### src/rtl/motor_pwm_driver.sv
// Two-channel H-bridge driver: BCD duty to 1000-tick PWM, dead-time on reversal, immediate brake/coast.
// Optional build macro SOFT_START_EN adds a per-period duty ramp when a channel starts moving.
`timescale 1ns/1ps
module motor_pwm_driver #(
  parameter int CLK_DIV      = 50,
  parameter int DEAD_PERIODS = 20,
  parameter int RAMP_STEP    = 10
) (
  input  logic        clk,
  input  logic        rst_n,
  input  logic [1:0]  dir_a,
  input  logic [1:0]  dir_b,
  input  logic [11:0] duty_a,
  input  logic [11:0] duty_b,
  output logic        in1_a,
  output logic        in2_a,
  output logic        en_a,
  output logic        in1_b,
  output logic        in2_b,
  output logic        en_b,
  output logic        period_start,
  output logic        dead_a,
  output logic        dead_b
);
  localparam int PW = (CLK_DIV > 1) ? $clog2(CLK_DIV) : 1;
  localparam int DW = (DEAD_PERIODS > 0) ? $clog2(DEAD_PERIODS + 1) : 1;

  typedef enum logic [2:0] {ST_COAST, ST_FWD, ST_REV, ST_BRAKE, ST_DEAD} state_t;

  if (CLK_DIV < 1 || DEAD_PERIODS < 0 || RAMP_STEP < 1) begin : g_param_check
    $error("motor_pwm_driver: invalid parameter value");
  end

  function automatic logic [9:0] bcd_to_bin(input logic [11:0] bcd);
    logic [3:0] h, t, u;
    h = (bcd[11:8] > 4'd9) ? 4'd9 : bcd[11:8];
    t = (bcd[7:4]  > 4'd9) ? 4'd9 : bcd[7:4];
    u = (bcd[3:0]  > 4'd9) ? 4'd9 : bcd[3:0];
    return 10'(h) * 10'd100 + 10'(t) * 10'd10 + 10'(u);
  endfunction

  // Input stage; idle value is coast so reset does not look like a brake command.
  logic [1:0][1:0]  dir_q;
  logic [1:0][11:0] duty_q;
  always_ff @(posedge clk or negedge rst_n) begin
    if (!rst_n) begin
      dir_q  <= {2{2'b11}};
      duty_q <= '0;
    end else begin
      dir_q  <= {dir_b, dir_a};
      duty_q <= {duty_b, duty_a};
    end
  end

  logic [PW-1:0] presc_q;
  logic [9:0]    cnt_q, cnt_d;
  logic          tick, wrap, period_start_q;

  assign tick = (presc_q == PW'(CLK_DIV - 1));
  assign wrap = tick && (cnt_q == 10'd999);

  always_comb begin
    cnt_d = cnt_q;
    if (wrap)      cnt_d = '0;
    else if (tick) cnt_d = cnt_q + 10'd1;
  end

  always_ff @(posedge clk or negedge rst_n) begin
    if (!rst_n) begin
      presc_q        <= '0;
      cnt_q          <= '0;
      period_start_q <= 1'b0;
    end else begin
      presc_q        <= tick ? '0 : presc_q + PW'(1);
      cnt_q          <= cnt_d;
      period_start_q <= wrap;
    end
  end
  assign period_start = period_start_q;

  for (genvar c = 0; c < 2; c++) begin : g_ch
    state_t        st_q, st_d;
    logic [DW-1:0] dead_q, dead_d;
    logic [9:0]    lat_d, lat_q, eff;
    logic          run, cmd_fwd, in1_q, in2_q, en_q, dead_flag_q;

    assign cmd_fwd = (dir_q[c] == 2'b10);

    always_comb begin
      st_d   = st_q;
      dead_d = dead_q;
      lat_d  = wrap ? bcd_to_bin(duty_q[c]) : lat_q;
      case (dir_q[c])
        2'b00: begin st_d = ST_BRAKE; dead_d = '0; end
        2'b11: begin st_d = ST_COAST; dead_d = '0; end
        default: begin
          if (wrap) begin
            case (st_q)
              ST_COAST, ST_BRAKE: st_d = cmd_fwd ? ST_FWD : ST_REV;
              ST_FWD, ST_REV: begin
                if (cmd_fwd != (st_q == ST_FWD)) begin
                  if (DEAD_PERIODS == 0) begin
                    st_d = cmd_fwd ? ST_FWD : ST_REV;
                  end else begin
                    st_d   = ST_DEAD;
                    dead_d = DW'(DEAD_PERIODS);
                  end
                end
              end
              // Last dead period ends here; exit to whatever is commanded now.
              ST_DEAD: begin
                if (dead_q <= DW'(1)) begin
                  st_d   = cmd_fwd ? ST_FWD : ST_REV;
                  dead_d = '0;
                end else begin
                  dead_d = dead_q - DW'(1);
                end
              end
              default: st_d = ST_COAST;
            endcase
          end
        end
      endcase
    end

    assign run = (st_d == ST_FWD) || (st_d == ST_REV);

`ifdef SOFT_START_EN
    logic [9:0]  ramp_q, ramp_d;
    logic [10:0] ramp_sum;
    always_comb begin
      ramp_sum = {1'b0, ramp_q} + 11'(RAMP_STEP);
      ramp_d   = ramp_q;
      if (!run) begin
        ramp_d = '0;
      end else if (wrap) begin
        if (st_q != ST_FWD && st_q != ST_REV) ramp_d = '0;
        else if (ramp_sum > {1'b0, lat_d})    ramp_d = lat_d;
        else                                  ramp_d = ramp_sum[9:0];
      end
    end
    assign eff = (ramp_d < lat_d) ? ramp_d : lat_d;
`else
    assign eff = lat_d;
`endif

    always_ff @(posedge clk or negedge rst_n) begin
      if (!rst_n) begin
        st_q        <= ST_COAST;
        dead_q      <= '0;
        lat_q       <= '0;
        in1_q       <= 1'b0;
        in2_q       <= 1'b0;
        en_q        <= 1'b0;
        dead_flag_q <= 1'b0;
`ifdef SOFT_START_EN
        ramp_q      <= '0;
`endif
      end else begin
        st_q        <= st_d;
        dead_q      <= dead_d;
        lat_q       <= lat_d;
        in1_q       <= (st_d == ST_FWD);
        in2_q       <= (st_d == ST_REV);
        en_q        <= run ? (cnt_d < eff) : (st_d == ST_BRAKE);
        dead_flag_q <= (st_d == ST_DEAD);
`ifdef SOFT_START_EN
        ramp_q      <= ramp_d;
`endif
      end
    end
  end

  assign in1_a  = g_ch[0].in1_q;
  assign in2_a  = g_ch[0].in2_q;
  assign en_a   = g_ch[0].en_q;
  assign dead_a = g_ch[0].dead_flag_q;
  assign in1_b  = g_ch[1].in1_q;
  assign in2_b  = g_ch[1].in2_q;
  assign en_b   = g_ch[1].en_q;
  assign dead_b = g_ch[1].dead_flag_q;
endmodule

### config.mk
export PLATFORM = sky130hd
export DESIGN_NAME = motor_pwm_driver
export DESIGN_NICKNAME = d
export VERILOG_FILES = /design/src/rtl/motor_pwm_driver.sv
export SDC_FILE = /design/constraint.sdc
export NUM_CORES = 1
export LEC_CHECK = 0
export BUFFER_PORTS_ARGS = -buffer_cell sky130_fd_sc_hd__buf_2
export CAP_MARGIN = 5
export CORE_MARGIN = 10
export CORE_UTILIZATION = 43
export DETAILED_ROUTE_END_ITERATION = 6
export GPL_ROUTABILITY_DRIVEN = 1
export MAX_ROUTING_LAYER = met4
export PLACE_DENSITY = 0.7
export SETUP_SLACK_MARGIN = 0.15
export SLEW_MARGIN = 20
export SYNTH_ARGS = -nofsm -noshare
export SYNTH_HDL_FRONTEND = slang
export SYNTH_SLANG_ARGS = --single-unit
### constraint.sdc
create_clock -name clk -period 4.37 [get_ports clk]
set_clock_uncertainty 0.2 [all_clocks]
set_input_delay 0.437 -clock clk [delete_from_list [all_inputs] [get_ports clk]]
set_output_delay 0.437 -clock clk [all_outputs]
set_load 0.02 [all_outputs]
==> impl_metrics.csv <==
group,metric,value,unit
clock_network,clk_pin_slew,0.06,ns
floorplanning,core-area,12600,um^2
flow_run,maxCapViolations,0,
cells_and_area,final_cell_mix,"85 x dfrtp_1, 60 x ha_1, 52 x nand2_1",
place,dpl.hpwl,8.91,mm
cells_and_area,layout.nets,789,
global_routing,grt_max_degree,57,
clock_network,htree_levels,3,
critical_path,reg2reg_depth,19,
sta,slew_headroom,48.8,%
route,dr.pass1.iters,4,
critical_path,required,4.43,ns
power_and_ir_drop,p_leak,3.34,nW
sta,hold_viol_final,0,
sta,fin_crit_sh,105,%
sta,setup_viol,2,
floorplanning,ios,39,
critical_path,worstPathMaxFanout,3,
clock_network,cts.root.buffer_cell,"clkbuf_16",
sta,fin_crit,4.57,ns
critical_path,rr_startpoint,"duty_q[5]$_DFF_PN0_",
route,wire_per_inst,14.4,um
cells_and_area,drive_above_1_share,21.9,%
cells_and_area,area_growth,27.6,%
cells_and_area,ff_latch_area,2230,um^2
critical_path,timing.rr.end,"en_a$_DFF_PN0_",
yosys,synth_edf_count,0,
yosys,ys.flop_type,"dfrtp_1",
cells_and_area,diodes,0,
clock_network,cts_made_buffers,9,
route,drt-initial-drc-count,306,
cells_and_area,fillers,1102,
place,portBuffers,38,
route,vias_per_cell,5.23,
critical_path,cp-startpoint,"duty_q[5]$_DFF_PN0_",
sta,max_freq,219,MHz
global_routing,grt_pass1_wl,21.6,mm
critical_path,arrival,4.63,ns
clock_network,cts_tree,"done",
yosys,seq_area_frac_synth,40.3,%
yosys,yosysWarningCount,0,
sta,worst_slack,-0.199,ns
critical_path,worst-r2r-setup-slack,-0.20,ns
sta,rsz0062_at_grt,"true",
route,drt_wl_total,12.2,mm
cells_and_area,final_common_cell,"dfrtp_1",
power_and_ir_drop,peakVddDrop,280,uV
critical_path,criticalPathCategory,"reg -> reg",
global_routing,antenna_found_initial,0,
critical_path,endpoint_kind,"register",
status,outcome,"finished, violations left",
sta,whs,0.279,ns
sta,worstMarginPinSlew,0.762,ns
yosys,ys_ff_latch,89,
clock_network,cts_sinks,89,
yosys,synth_area,5540,um^2
place,preCtsSetupSlack,-0.316,ns
hold_path,worstHoldStart,"g_ch[0].lat_q[9]$_DFF_PN0_",
power_and_ir_drop,p_per_area,307,nW/um^2
critical_path,critPathCapture,"en_a$_DFF_PN0_",
critical_path,startpoint_type,"register",
floorplanning,die_area,17800,um^2
floorplanning,die_h,134,um
hold_path,hold_class,"reg -> reg",
clock_network,cts_buffer_depth,2,
place,place.gp.congestion,0.893,
yosys,synth_area_per_cell,9.78,um^2
route,postRouteAntennaNets,0,
floorplanning,start_util,43.9,%
global_routing,grt_usage,14.9,%
floorplanning,die_w,134,um
yosys,ys_types,54,
global_routing,grt_pass1_vias,4706,
global_routing,grt-ovfl-total,0,
yosys,async_reset_ff_share,100,%
clock_network,clk_latency,0.34,ns
yosys,syn_nets,680,
route,drc,0,
yosys,synthCells,567,
floorplanning,row_count,41,
cells_and_area,multi_input_comb_area,3320,um^2
route,vias,4460,
status,violations,"setup timing",
sta,slew_viol_final,0,
-- kinds of logic after synthesis --
group                    Yosys count  share of synthesized area (%)
AO/OA/AOI/OAI                    111                           13.0
XOR/XNOR                          28                           4.42
adder cells (fa/ha/maj)           83                           20.1
buffers and inverters             64                           4.36
flip-flops                        89                           40.3
multiplexers                       3                          0.542
AND/OR/NAND/NOR                  189                           17.3
-- sequential cells by signal (all words and copies together) (netlist names) --
signal,flops
duty_q,24
g_ch.lat_q,20
cnt_q,10
g_ch.dead_q,10
g_ch.st_q,6
presc_q,6
dir_q,4
dead_a,1
dead_b,1
en_a,1
en_b,1
in1_a,1
in1_b,1
in2_a,1
in2_b,1
period_start,1
-- through the flow --
step	instances	power (W)	cell area, um^2	setup TNS [ns]	util (%)
after detailed placement	800	0.00134	6280	-0.443	49.8
after global placement	800	0.00132	6280	-0.207	49.8
after floorplan	567	0.00119	5650	0	-
after CTS	852	0.00217	6990	-0.255	55.4
final	853	0.00217	7070	-0.206	56.0
after global routing	853	0.00230	7070	-0.664	56.0
-- report_power, final --
part | internal [W] | switching, W | leakage (nW)
clock | 0.000454 | 0.000313 | 0.148
sequential | 0.000853 | 0.0000195 | 1.15
combinational | 0.000272 | 0.000258 | 2.04
total | 0.00158 | 0.000590 | 3.34
-- per-layer routing --
| layer | track usage [%] | share of wire (%) |
|---|---|---|
| met2 | 25.3 | 52 |
| met5 | - | 0 |
| met1 | 17.2 | 44 |
| met3 | 2.56 | 3.2 |
| met4 | 5.68 | 1.5 |
-- repair_timing --
item	CTS	global route
hold buffers	29	0
setup endpoints to repair	2	2
resized for setup	16	14
hold endpoints to repair	81	0
buffers inserted	7	1
pin swaps	22	9
-- cells in the mapped netlist, types with 4 or more instances --
library cell | count | share of area (%)
dfrtp_1 | 85 | 38
ha_1 | 73 | 16
nand2_1 | 54 | 3.7
inv_1 | 51 | 3.5
nor2_1 | 39 | 2.6
o21ai_0 | 35 | 3.2
a21oi_1 | 25 | 2.3
nor2b_1 | 17 | 1.9
xor2_1 | 15 | 2.4
nor3_1 | 14 | 1.3
nand3_1 | 13 | 1.2
xnor2_1 | 13 | 2.1
nand2b_1 | 12 | 1.4
o21a_1 | 12 | 1.6
clkbuf_1 | 11 | 0.74
fa_1 | 10 | 3.6
nor4_1 | 7 | 0.79
a21o_1 | 5 | 0.68
nand4_1 | 5 | 0.56
and4_1 | 4 | 0.63
dfstp_2 | 4 | 1.9
o41ai_1 | 4 | 0.63
or3_1 | 4 | 0.45
-- worst min-delay path by stage --
stage,to,cells after the start,slack (ns)
finish,g_ch[0].lat_q[9]$_DFF_PN0_,2,0.28
CTS,g_ch[0].lat_q[1]$_DFF_PN0_,2,0.28
global route,g_ch[0].lat_q[7]$_DFF_PN0_,2,0.31
floorplan,cnt_q[0]$_DFF_PN0_,0,-0.06
detailed placement,g_ch[0].lat_q[2]$_DFF_PN0_,2,0.26
global placement,g_ch[1].lat_q[1]$_DFF_PN0_,2,0.25
-- final cells by class --
class | count | share of cell area [%]
inverters | 51 | 2.71
clock buffers | 10 | 3.38
multi-input cells | 414 | 47.0
repair buffers | 111 | 11.5
clock inverters | 6 | 0.814
flip-flops and latches | 89 | 31.6
well taps | 172 | 3.04
-- critical path, stage by stage, from the launching register on --
cell and delay [ns]:
dfrtp_1 0.41, o21ai_1 0.14, nand2b_1 0.09, ha_1 0.20, ha_2 0.20, fa_2 0.34, xor2_1 0.15, ha_1 0.31
ha_4 0.23, inv_2 0.07, a21oi_2 0.04, o21a_1 0.18, or3_4 0.37, a32oi_2 0.23, ha_1 0.28, a21o_1 0.18
a221oi_2 0.23, o21ai_1 0.13, o221a_2 0.28, nor4_4 0.21
No activity file was read; power rests on OpenSTA's default activity.
